--- config.mk ---
export PLATFORM = sky130hd
export DESIGN_NAME = cphy_lp_state_detector
export DESIGN_NICKNAME = d
export VERILOG_FILES = /design/src/rtl/cphy_lp_pkg.sv /design/src/rtl/cphy_lp_glitch_filter.sv /design/src/rtl/cphy_lp_state_detector.sv
export SDC_FILE = /design/constraint.sdc
export NUM_CORES = 1
export LEC_CHECK = 0
export CORE_ASPECT_RATIO = 0.8
export CORE_MARGIN = 3
export CORE_UTILIZATION = 35
export DETAILED_ROUTE_END_ITERATION = 8
export MAX_ROUTING_LAYER = met4
export PLACE_DENSITY = 0.54
export REMOVE_ABC_BUFFERS = 1
export SYNTH_ARGS = -nofsm -noshare
export SYNTH_HDL_FRONTEND = slang
export SYNTH_SLANG_ARGS = --single-unit
--- constraint.sdc ---
create_clock -name clk -period 4.05 [get_ports clk]
set_input_delay 1.0125 -clock clk [delete_from_list [all_inputs] [get_ports clk]]
set_output_delay 1.0125 -clock clk [all_outputs]
set_load 0.01 [all_outputs]
--- src/rtl/cphy_lp_pkg.sv ---
// Shared LP line codes and detector state encoding for the C-PHY trio LP state detector.
package cphy_lp_pkg;

   localparam logic [2:0] LP_STOP    = 3'b111;
   localparam logic [2:0] LP_HS_RQST = 3'b001;
   localparam logic [2:0] LP_BRIDGE  = 3'b000;

   typedef enum logic [2:0] {
      ST_INIT    = 3'd0,
      ST_STOP    = 3'd1,
      ST_HS_RQST = 3'd2,
      ST_HS_PREP = 3'd3,
      ST_HS      = 3'd4
   } lp_fsm_t;

endpackage

--- src/rtl/cphy_lp_glitch_filter.sv ---
// Accepts a new LP level only after FILTER_CYCLES consecutive identical samples
// that differ from the currently accepted level.
module cphy_lp_glitch_filter
   import cphy_lp_pkg::*;
#(
   parameter int FILTER_CYCLES = 4
) (
   input  logic       clk,
   input  logic       rst_n,
   input  logic [2:0] lp_in,
   output logic [2:0] lp_state
);

   localparam logic [3:0] FC = 4'(FILTER_CYCLES);

   logic [2:0] cand;
   logic [3:0] cnt;

   always_ff @(posedge clk) begin
      if (!rst_n) begin
         lp_state <= LP_STOP;
         cand     <= LP_STOP;
         cnt      <= 4'd0;
      end else if (lp_in == lp_state) begin
         cnt <= 4'd0;
      end else if (cnt != 4'd0 && lp_in == cand) begin
         if (cnt + 4'd1 == FC) begin
            lp_state <= lp_in;
            cnt      <= 4'd0;
         end else begin
            cnt <= cnt + 4'd1;
         end
      end else begin
         // First sample of a new candidate; a run length of one accepts immediately.
         cand <= lp_in;
         if (FC == 4'd1) begin
            lp_state <= lp_in;
            cnt      <= 4'd0;
         end else begin
            cnt <= 4'd1;
         end
      end
   end

endmodule

--- src/rtl/cphy_lp_state_detector.sv ---
// C-PHY trio LP state detector: glitch-filters the LP levels and walks the
// STOP -> HS-request -> bridge -> HS sequence to arm the HS receiver.
module cphy_lp_state_detector
   import cphy_lp_pkg::*;
#(
   parameter int FILTER_CYCLES    = 4,
   parameter int HS_SETTLE_CYCLES = 8
) (
   input  logic       clk,
   input  logic       rst_n,
   input  logic       enable,
   input  logic [2:0] lp_in,
   output logic [2:0] lp_state,
   output logic       stop_state,
   output logic       hs_rx_en,
   output logic       hs_entry_pulse,
   output logic       hs_exit_pulse,
   output logic       lp_err
);

   localparam logic [7:0] SETTLE_LAST = 8'(HS_SETTLE_CYCLES - 1);

   lp_fsm_t    state;
   logic [7:0] settle;

   cphy_lp_glitch_filter #(
      .FILTER_CYCLES (FILTER_CYCLES)
   ) u_filter (
      .clk      (clk),
      .rst_n    (rst_n),
      .lp_in    (lp_in),
      .lp_state (lp_state)
   );

   // Decoded outputs are assigned alongside every transition so they stay registered.
   always_ff @(posedge clk) begin
      if (!rst_n) begin
         state          <= ST_INIT;
         settle         <= 8'd0;
         stop_state     <= 1'b0;
         hs_rx_en       <= 1'b0;
         hs_entry_pulse <= 1'b0;
         hs_exit_pulse  <= 1'b0;
         lp_err         <= 1'b0;
      end else begin
         hs_entry_pulse <= 1'b0;
         hs_exit_pulse  <= 1'b0;
         lp_err         <= 1'b0;
         if (!enable) begin
            state      <= ST_INIT;
            stop_state <= 1'b0;
            hs_rx_en   <= 1'b0;
         end else begin
            case (state)
               ST_INIT: begin
                  if (lp_state == LP_STOP) begin
                     state      <= ST_STOP;
                     stop_state <= 1'b1;
                  end
               end
               ST_STOP: begin
                  if (lp_state == LP_HS_RQST) begin
                     state      <= ST_HS_RQST;
                     stop_state <= 1'b0;
                  end else if (lp_state != LP_STOP) begin
                     state      <= ST_INIT;
                     stop_state <= 1'b0;
                     lp_err     <= 1'b1;
                  end
               end
               ST_HS_RQST: begin
                  if (lp_state == LP_BRIDGE) begin
                     state  <= ST_HS_PREP;
                     settle <= 8'd0;
                  end else if (lp_state == LP_STOP) begin
                     state      <= ST_STOP;
                     stop_state <= 1'b1;
                  end else if (lp_state != LP_HS_RQST) begin
                     state  <= ST_INIT;
                     lp_err <= 1'b1;
                  end
               end
               ST_HS_PREP: begin
                  // Leaving the bridge on the terminal count takes priority over HS entry.
                  if (lp_state == LP_BRIDGE) begin
                     if (settle == SETTLE_LAST) begin
                        state          <= ST_HS;
                        hs_rx_en       <= 1'b1;
                        hs_entry_pulse <= 1'b1;
                     end else begin
                        settle <= settle + 8'd1;
                     end
                  end else if (lp_state == LP_STOP) begin
                     state      <= ST_STOP;
                     stop_state <= 1'b1;
                  end else begin
                     state  <= ST_INIT;
                     lp_err <= 1'b1;
                  end
               end
               ST_HS: begin
                  if (lp_state == LP_STOP) begin
                     state         <= ST_STOP;
                     stop_state    <= 1'b1;
                     hs_rx_en      <= 1'b0;
                     hs_exit_pulse <= 1'b1;
                  end
               end
               default: begin
                  state      <= ST_INIT;
                  stop_state <= 1'b0;
                  hs_rx_en   <= 1'b0;
               end
            endcase
         end
      end
   end

endmodule

---- Yosys cells after proc, flatten, opt, wreduce, memory -nomap -nowiden ----
Cells that the tools add are included.
storage, ports and cells
  logic and storage cells ................. 93
  output and inout bits ................... 8
  input bits .............................. 6
  register bits after elaboration ......... 26
cells by class
  $add $sub $neg .......................... 2
  reduce and logical (&&, ||, !) cells .... 19
  mux-type cells .......................... 35
  equality and inequality tests ........... 22
  bitwise operators ....................... 4
operators by type and width
  cell                   number
  $mux W3                8
  $mux W8                3
  $mux W1                19
  $pmux W8 S2            1
  $ne A2 B2 Y1 const B   6
  $pmux W3 S4            1
  $reduce_and A4 Y1      3
  $ne A3 B3 Y1 const B   3
  $pmux W1 S3            3
  $add A8 B1 Y8 const B  1
  $eq A8 B3 Y1 const B   1
  $eq A3 B1 Y1 const B   2
  $eq A3 B2 Y1 const B   2
  $eq A3 B3 Y1           2
  $eq A3 B3 Y1 const B   2
  $logic_not A3 Y1       2
  $reduce_and A2 Y1      3
  $reduce_and A3 Y1      2
  $reduce_or A2 Y1       3
  $reduce_and A5 Y1      1
  $add A4 B1 Y4 const B  1
  $eq A4 B3 Y1 const B   1
  $ne A4 B4 Y1 const B   1
  $not A1 Y1             4
  7 further kinds        7

---- Depth between registers and ports, before layout ----
Gate-level depths: netlist of the first run.
  depth in word-level cells ............... 5
  mapped depth ............................ 6

---- Hierarchy ----
Synthesis of the first run repeated with hierarchy kept, for this count alone.
second synthesis, totals
  cells, all modules ...................... 159
  area, all modules ....................... 1407.6 um^2
modules (own cells, without submodules)
  module                  cells each  area each (um^2)  seq. area each (um^2)  instances
  cphy_lp_state_detector  106         868.3             320.3                  1
  cphy_lp_glitch_filter   53          539.3             200.2                  1

---- Worst setup path before layout of the first run ----
Ideal clock, no wire load.
  path type ............................... input-to-reg
  from .................................... input port rst_n
  to ...................................... register lp_err
  buffers on the path ..................... 1
  data required time ...................... 3.980 ns
  path slack .............................. 1.907 ns
  cell stages on the path ................. 4
  arrival ................................. 2.074 ns
  cell sequence ........................... clkbuf_1 > nand2_1 > or4_1 > a21oi_1
on the way
  cells in the longest elaborated chain, start to end .. 1
ends and longest elaborated chain
  what                                RTL line                      text
  start, declared                     cphy_lp_state_detector.sv:10  input logic rst_n,
  $reduce_and A2 Y1 (no source line)  -
  end signal, assigned                cphy_lp_state_detector.sv:44  lp_err <= 1'b0;
  end signal, assigned                cphy_lp_state_detector.sv:48  lp_err <= 1'b0;
  end signal, assigned                cphy_lp_state_detector.sv:68  lp_err <= 1'b1;
  end, declared                       cphy_lp_state_detector.sv:18  output logic lp_err
Every way passes these cells.
A chain may end at the register's enable or synchronous reset.

---- Worst setup path in the final report of the first run ----
  from .................................... register u_filter.lp_state[1]
  to ...................................... output port lp_state[1]
RTL lines
  what                    RTL line                      text
  start, declared         cphy_lp_glitch_filter.sv:11   output logic [2:0] lp_state
  start signal, assigned  cphy_lp_glitch_filter.sv:28   lp_state <= lp_in;
  start signal, assigned  cphy_lp_glitch_filter.sv:37   lp_state <= lp_in;
  end, declared           cphy_lp_state_detector.sv:13  output logic [2:0] lp_state,
No word-level cell between the ends.

==> flow_summary_export.csv, run 1 <==
group,metric,value,unit
grt,overflow,0,
synthesis,synth_common_cells,"dfxtp_1, nand2_1, nor2_1, a21oi_1, xor2_1",
routing,wirelength,2560,µm
setup_path,critical-path-top-delay-family,"flip-flops",
clocking,ctsResizeCount,0,
synthesis,synth-seq-cells,26,
die,die-area,4670,µm²
grt,grt_pass1_wl,4420,µm
clocking,clk_pin_slew,90,ps
synthesis,syn-cell-area,1360,µm²
setup_path,worstPathArrival,1580,ps
die,dieWidth,75.7,µm
routing,via_per_inst,5.46,
clocking,clkSinkCount,26,
power,power.leakage,0.000599,µW
routing,wl_per_cell,12.4,µm
setup_path,reg2reg_from,"state[1]$_SDFFE_PN0P_",
placed_design,place_congestion,0.825,
power,p_seq_share,57.6,%
timing,setup_slack,1460,ps
setup_path,cp-end-kind,"output pin",
timing,hold_violations,0,
synthesis,yosysMostFrequentCell,"dfxtp_1",
die,boundaryPins,14,
power,comb_power_share,7.2,%
timing,finalSetupViolCount,0,
timing,rsz0062_at_grt,"false",
finish,fin_nets,175,
clocking,cts_tree,"done",
setup_path,crit_path_start,"u_filter.lp_state[1]$_SDFFE_PN1P_",
clocking,clk_latency,260,ps
timing,relSlewSlack,64.0,%
placed_design,port-buffer-count,13,
timing,finalSetupTns,0,ps
synthesis,syn_inst,155,
setup_path,cpMaxStageDelayCell,"dfxtp_1",
routing,route.vias.total,1130,
setup_path,critPathMaxStageDelay,670,ps
placed_design,dpl.hpwl,1910,µm
clocking,cts_max_path_buffers,2,
setup_path,cp_num_buf_inv,1,
placed_design,dp_cells,203,
synthesis,synth-edff-count,0,
clocking,cts_root_buf,"clkbuf_8",
power,p_clk_share,35.3,%
finish,layout-drive-gt1-share,7.27,%
synthesis,synth_seq_area_share,38.3,%
routing,drt_pass1_iterations,4,
finish,final_cell_count_no_fill,207,
timing,period_share,63.9,%
synthesis,yosys_warnings,0,
timing,report.final.slew_viol_count,0,
min_path,min_path_type,"flip-flop to flip-flop",
die,die_h,61.7,µm
routing,ant_nets,0,
power,p_total,460,µW
clocking,cts_setup_buffers,0,
clocking,cts_max_level,1,
setup_path,cp-start-kind,"flip-flop",
setup_path,r2r_slack,2100,ps
synthesis,yosys-top-cells-area,"dfxtp_1, xor2_1, mux2i_1",
power,switching_power,97.5,µW
synthesis,synth_top_area_share,38.3,%
setup_path,critical_path_required,3040,ps
grt,grt_usage,12.7,%
setup_path,path_depth,1,
setup_path,critical_path_class,"flip-flop to output pin",
clocking,cts_buffers,3,
setup_path,rr_worst_depth,4,
setup_path,crit_path_cell_trace,"clkdlybuf4s50_1",
synthesis,ys.flop_type,"dfxtp_1",
synthesis,synth-async-reset-ratio,0,%
setup_path,endpoint,"lp_state[1]",
die,fp-row-count,19,
setup_path,r2r-end,"settle[4]$_SDFFE_PN0P_",
clocking,cts.hold.buffers_added,0,
grt,grt_pass1_vias,999,
die,start_util,38.1,%
synthesis,synth_area_per_cell,8.77,µm²
grt,grt_max_degree,16,
grt,antenna_found_initial,0,
finish,syn_to_final_growth,15.6,%
timing,clock.fmax,386,MHz
synthesis,synth_top_area_cell,"dfxtp_1",
die,fp.coreArea,3570,µm²
power,p_int,363,µW
setup_path,crit_path_max_fanout,14,
placed_design,pre_cts_ws,1300,ps
synthesis,synth.distinct_cells,42,
timing,tightestPinTransition,539,ps
power,sw_frac_of_total,21.2,%
flow_run,max_cap_violations,0,
power,p_per_area,293,nW/µm²
power,ir_drop,160,µV
timing,hold_slack,465,ps
routing,drc,0,
run_status,outcome,"complete, no violations",
routing,first_iter_violations,41,
timing,skew,5.40,ps
finish,insertedDiodeCount,0,
timing,period_needed,2590,ps
## how the worst min path moves through the flow
stage               cells after the start                             to  slack, ps                     startpoint
CTS                                     2          hs_rx_en$_SDFFE_PN0P_        470          hs_rx_en$_SDFFE_PN0P_
floorplan                               2  u_filter.cand[0]$_SDFFE_PN1P_        460  u_filter.cand[0]$_SDFFE_PN1P_
finish                                  2          hs_rx_en$_SDFFE_PN0P_        460          hs_rx_en$_SDFFE_PN0P_
global placement                        2          hs_rx_en$_SDFFE_PN0P_        450          hs_rx_en$_SDFFE_PN0P_
detailed placement                      2          hs_rx_en$_SDFFE_PN0P_        450          hs_rx_en$_SDFFE_PN0P_
global route                            2          hs_rx_en$_SDFFE_PN0P_        500          hs_rx_en$_SDFFE_PN0P_
## power by group through the flow
stage,clock network (µW),registers [µW],logic (µW)
after global routing,180,266,37.4
final,162,265,33.0
after floorplan,0,270,20.1
after CTS,174,265,33.5
after detailed placement,0,271,33.4
after global placement,0,271,32.4
## layout make-up
type	instances	area (µm²)
fill	357	2000
timing repair buffer	13	130
inverter	2	7.51
multi-input combinational	120	805
tap	42	52.6
sequential	26	520
clock buffer	4	55.1
## sequential cells by signal, indices dropped and copies added (netlist names)
register           flops
hs_entry_pulse         1
hs_exit_pulse          1
hs_rx_en               1
lp_err                 1
settle                 8
state                  3
stop_state             1
u_filter.cand          3
u_filter.cnt           4
u_filter.lp_state      3
## worst min-delay path, delay by kind of cell, from the launching register on
| kind | cells | cell delay, ps |
|---|---|---|
| flops | 1 | 320 |
| compound gates | 1 | 60 |
| simple gates | 1 | 50 |
## cell usage in the layout, fill, tap and decap left out, types with 5 or more instances in the layout
master           Yosys  layout
and3_1               5       5
nand2_1             16      16
dfxtp_1             26      26
a21oi_1             10      10
o21ai_0              5       5
xor2_1               9       9
clkdlybuf4s50_1      0      13
mux2i_1              7       7
nor2_1              15      15
## routing by layer
layer / up-vias / track usage (%) / wire [µm]
met5: - / - / 0
met4: 0 / 3.99 / 18
met3: 2 / 4.02 / 102
met2: 15 / 20.5 / 1160
met1: 529 / 15.3 / 1280
li1: 584 / - / -
## kinds of logic (layout without fill, tap and decap cells)
kind of cell	count (synthesis)	count (layout)	synth area share, %
muxes	8	8	5.99
and+or+nand+nor	66	66	27.6
buffers and inverters	9	19	2.49
adders and majority gates	3	3	2.76
xor gates and xnor gates	12	12	7.74
DFF	26	26	38.3
AOI/OAI and AO/OA	31	31	15.1
## through the flow
stage,instance area (µm²),util (%)
2_1_floorplan,1330,-
3_3_place_gp,1520,42.5
3_5_place_dp,1520,42.5
4_1_cts,1570,44.0
5_1_grt,1570,44.0
6_report,1570,44.0
No activity file was read; power rests on OpenSTA's default activity.
==> inputs of run 2 (changes only) <==
--- a/config.mk
+++ b/config.mk
@@ -10,7 +10,7 @@
 export CORE_UTILIZATION = 35
 export DETAILED_ROUTE_END_ITERATION = 8
 export MAX_ROUTING_LAYER = met4
-export PLACE_DENSITY = 0.54
+export PLACE_DENSITY = 0.56
 export REMOVE_ABC_BUFFERS = 1
 export SYNTH_ARGS = -nofsm -noshare
 export SYNTH_HDL_FRONTEND = slang
==> constraint.sdc (replaced) <==
create_clock -name clk -period 2.05 [get_ports clk]
set_input_delay 0.5125 -clock clk [delete_from_list [all_inputs] [get_ports clk]]
set_output_delay 0.5125 -clock clk [all_outputs]
set_load 0.01 [all_outputs]
==> run 2 against run 1 <==
Against the previous run:
- count of clock-buffer cells in the layout stayed put
- die area stayed put
- global-route usage is 0.97 points higher
- design area is 4.8% higher
- critical path depth stayed put
- worst setup slack worse by 1400 ps
- largest power group unchanged
==> flow_summary_export.csv, run 2 (synthesis gave the netlist of run 1 again) <==
group,metric,value,unit
run_status,outcome,"complete, no violations",
finish,postLayoutCoreUtil,46.1,%
finish,final_common_cell,"dfxtp_1",
power,power.leakage,0.000645,µW
die,dieWidth,75.7,µm
die,start_util,38.1,%
setup_path,critical_path_required,1540,ps
clocking,cts_buffers,3,
timing,skew,4.43,ps
clocking,clkSinkCount,26,
die,fp-row-count,19,
setup_path,cp-end-kind,"output pin",
setup_path,critical-path-top-delay-family,"buffers and inverters",
timing,report.final.slew_viol_count,0,
setup_path,cp-start-kind,"flip-flop",
routing,drc,0,
routing,wirelength,2830,µm
clocking,cts_setup_buffers,0,
flow_run,max_cap_violations,0,
placed_design,pre_cts_ws,38.2,ps
clocking,cts_tree,"done",
timing,setup_slack,90.8,ps
power,ir_drop,295,µV
timing,finalSetupTns,0,ps
timing,hold_violations,0,
setup_path,crit_path_cell_trace,"clkdlybuf4s50_1",
die,die-area,4670,µm²
setup_path,critPathMaxStageDelay,630,ps
routing,drt_pass1_iterations,4,
timing,finalSetupViolCount,0,
setup_path,cp_num_buf_inv,1,
power,switching_power,201,µW
placed_design,dp_cells,213,
grt,grt_usage,13.7,%
timing,period_needed,1960,ps
timing,period_share,95.6,%
setup_path,worstPathArrival,1450,ps
grt,antenna_found_initial,0,
routing,first_iter_violations,90,
placed_design,place_congestion,0.780,
die,fp.coreArea,3570,µm²
placed_design,dpl.hpwl,2200,µm
timing,clock.fmax,510,MHz
timing,rsz0062_at_grt,"false",
clocking,cts.hold.buffers_added,0,
grt,grt_max_degree,15,
clocking,cts_max_path_buffers,2,
power,comb_power_share,8.4,%
finish,mostFrequentLayoutCells,"dfxtp_1, nand2_1, nor2_1",
power,p_seq_share,56.3,%
setup_path,cpMaxStageDelayCell,"clkdlybuf4s50_1",
die,boundaryPins,14,
routing,via_per_inst,5.53,
finish,layout-drive-gt1-share,12.6,%
clocking,cts_max_level,1,
power,p_clk_share,35.3,%
die,die_h,61.7,µm
routing,ant_nets,0,
finish,largest_reg_flops,8,
finish,fin_nets,185,
power,p_int,723,µW
min_path,min_path_type,"flip-flop to flip-flop",
grt,grt_pass1_vias,1102,
power,sw_frac_of_total,21.7,%
placed_design,port-buffer-count,13,
clocking,ctsResizeCount,0,
timing,tightestPinTransition,494,ps
timing,relSlewSlack,66.2,%
clocking,clk_latency,270,ps
finish,largest-register,"settle",
grt,grt_pass1_wl,4800,µm
setup_path,critical_path_class,"flip-flop to output pin",
finish,insertedDiodeCount,0,
clocking,cts_root_buf,"clkbuf_8",
clocking,clk_pin_slew,90,ps
routing,route.vias.total,1201,
finish,syn_to_final_growth,21.1,%
routing,wl_per_cell,13.0,µm
finish,top_regs,"settle: 8 flops, u_filter.cnt: 4 flops",
grt,overflow,0,
power,p_per_area,562,nW/µm²
setup_path,crit_path_max_fanout,9,
finish,final_cell_count_no_fill,217,
[run 2: routing by layer]
layer | vias to the layer above | wire [µm] | global-route usage, %
li1 | 603 | - | -
met1 | 574 | 1390 | 17.8
met2 | 22 | 1300 | 21.8
met3 | 2 | 118 | 3.70
met4 | 0 | 12 | 2.49
met5 | - | 0 | -
[run 2: final cells by class]
cell class / count / area (µm²)
inverters: 2 / 7.51
well taps: 42 / 52.6
multi-input cells: 120 / 805
flip-flops and latches: 26 / 520
repair buffers: 23 / 205
clock buffers: 4 / 55.1
fillers: 345 / 1920
[run 2: path summary, 6_finish.rpt]
kind | start | endpoint | slack, ps | depth (start not counted)
worst max-delay path | u_filter.lp_state[0]$_SDFFE_PN1P_ | lp_state[0] | 90 | 1
worst min-delay path | hs_rx_en$_SDFFE_PN0P_ | hs_rx_en$_SDFFE_PN0P_ | 470 | 2
worst max register to register | u_filter.lp_state[0]$_SDFFE_PN1P_ | state[2]$_SDFFE_PN0P_ | 320 | 4
worst min register to register | hs_rx_en$_SDFFE_PN0P_ | hs_rx_en$_SDFFE_PN0P_ | 470 | 2
[run 2: stage by stage]
step / power [µW] / hold slack (ps) / instance area [µm²]
2_1_floorplan: 573 / 465 / 1330
3_3_place_gp: 608 / 446 / 1590
3_5_place_dp: 610 / 461 / 1590
4_1_cts: 935 / 473 / 1650
5_1_grt: 960 / 509 / 1650
6_report: 924 / 467 / 1650
[run 2: power groups by stage]
stage / registers [µW] / logic (µW) / clock network (µW)
final: 520 / 77.4 / 327
after global routing: 521 / 88.6 / 350
after CTS: 520 / 78.3 / 336
after detailed placement: 532 / 78.0 / 0
after global placement: 531 / 76.3 / 0
after floorplan: 533 / 39.6 / 0
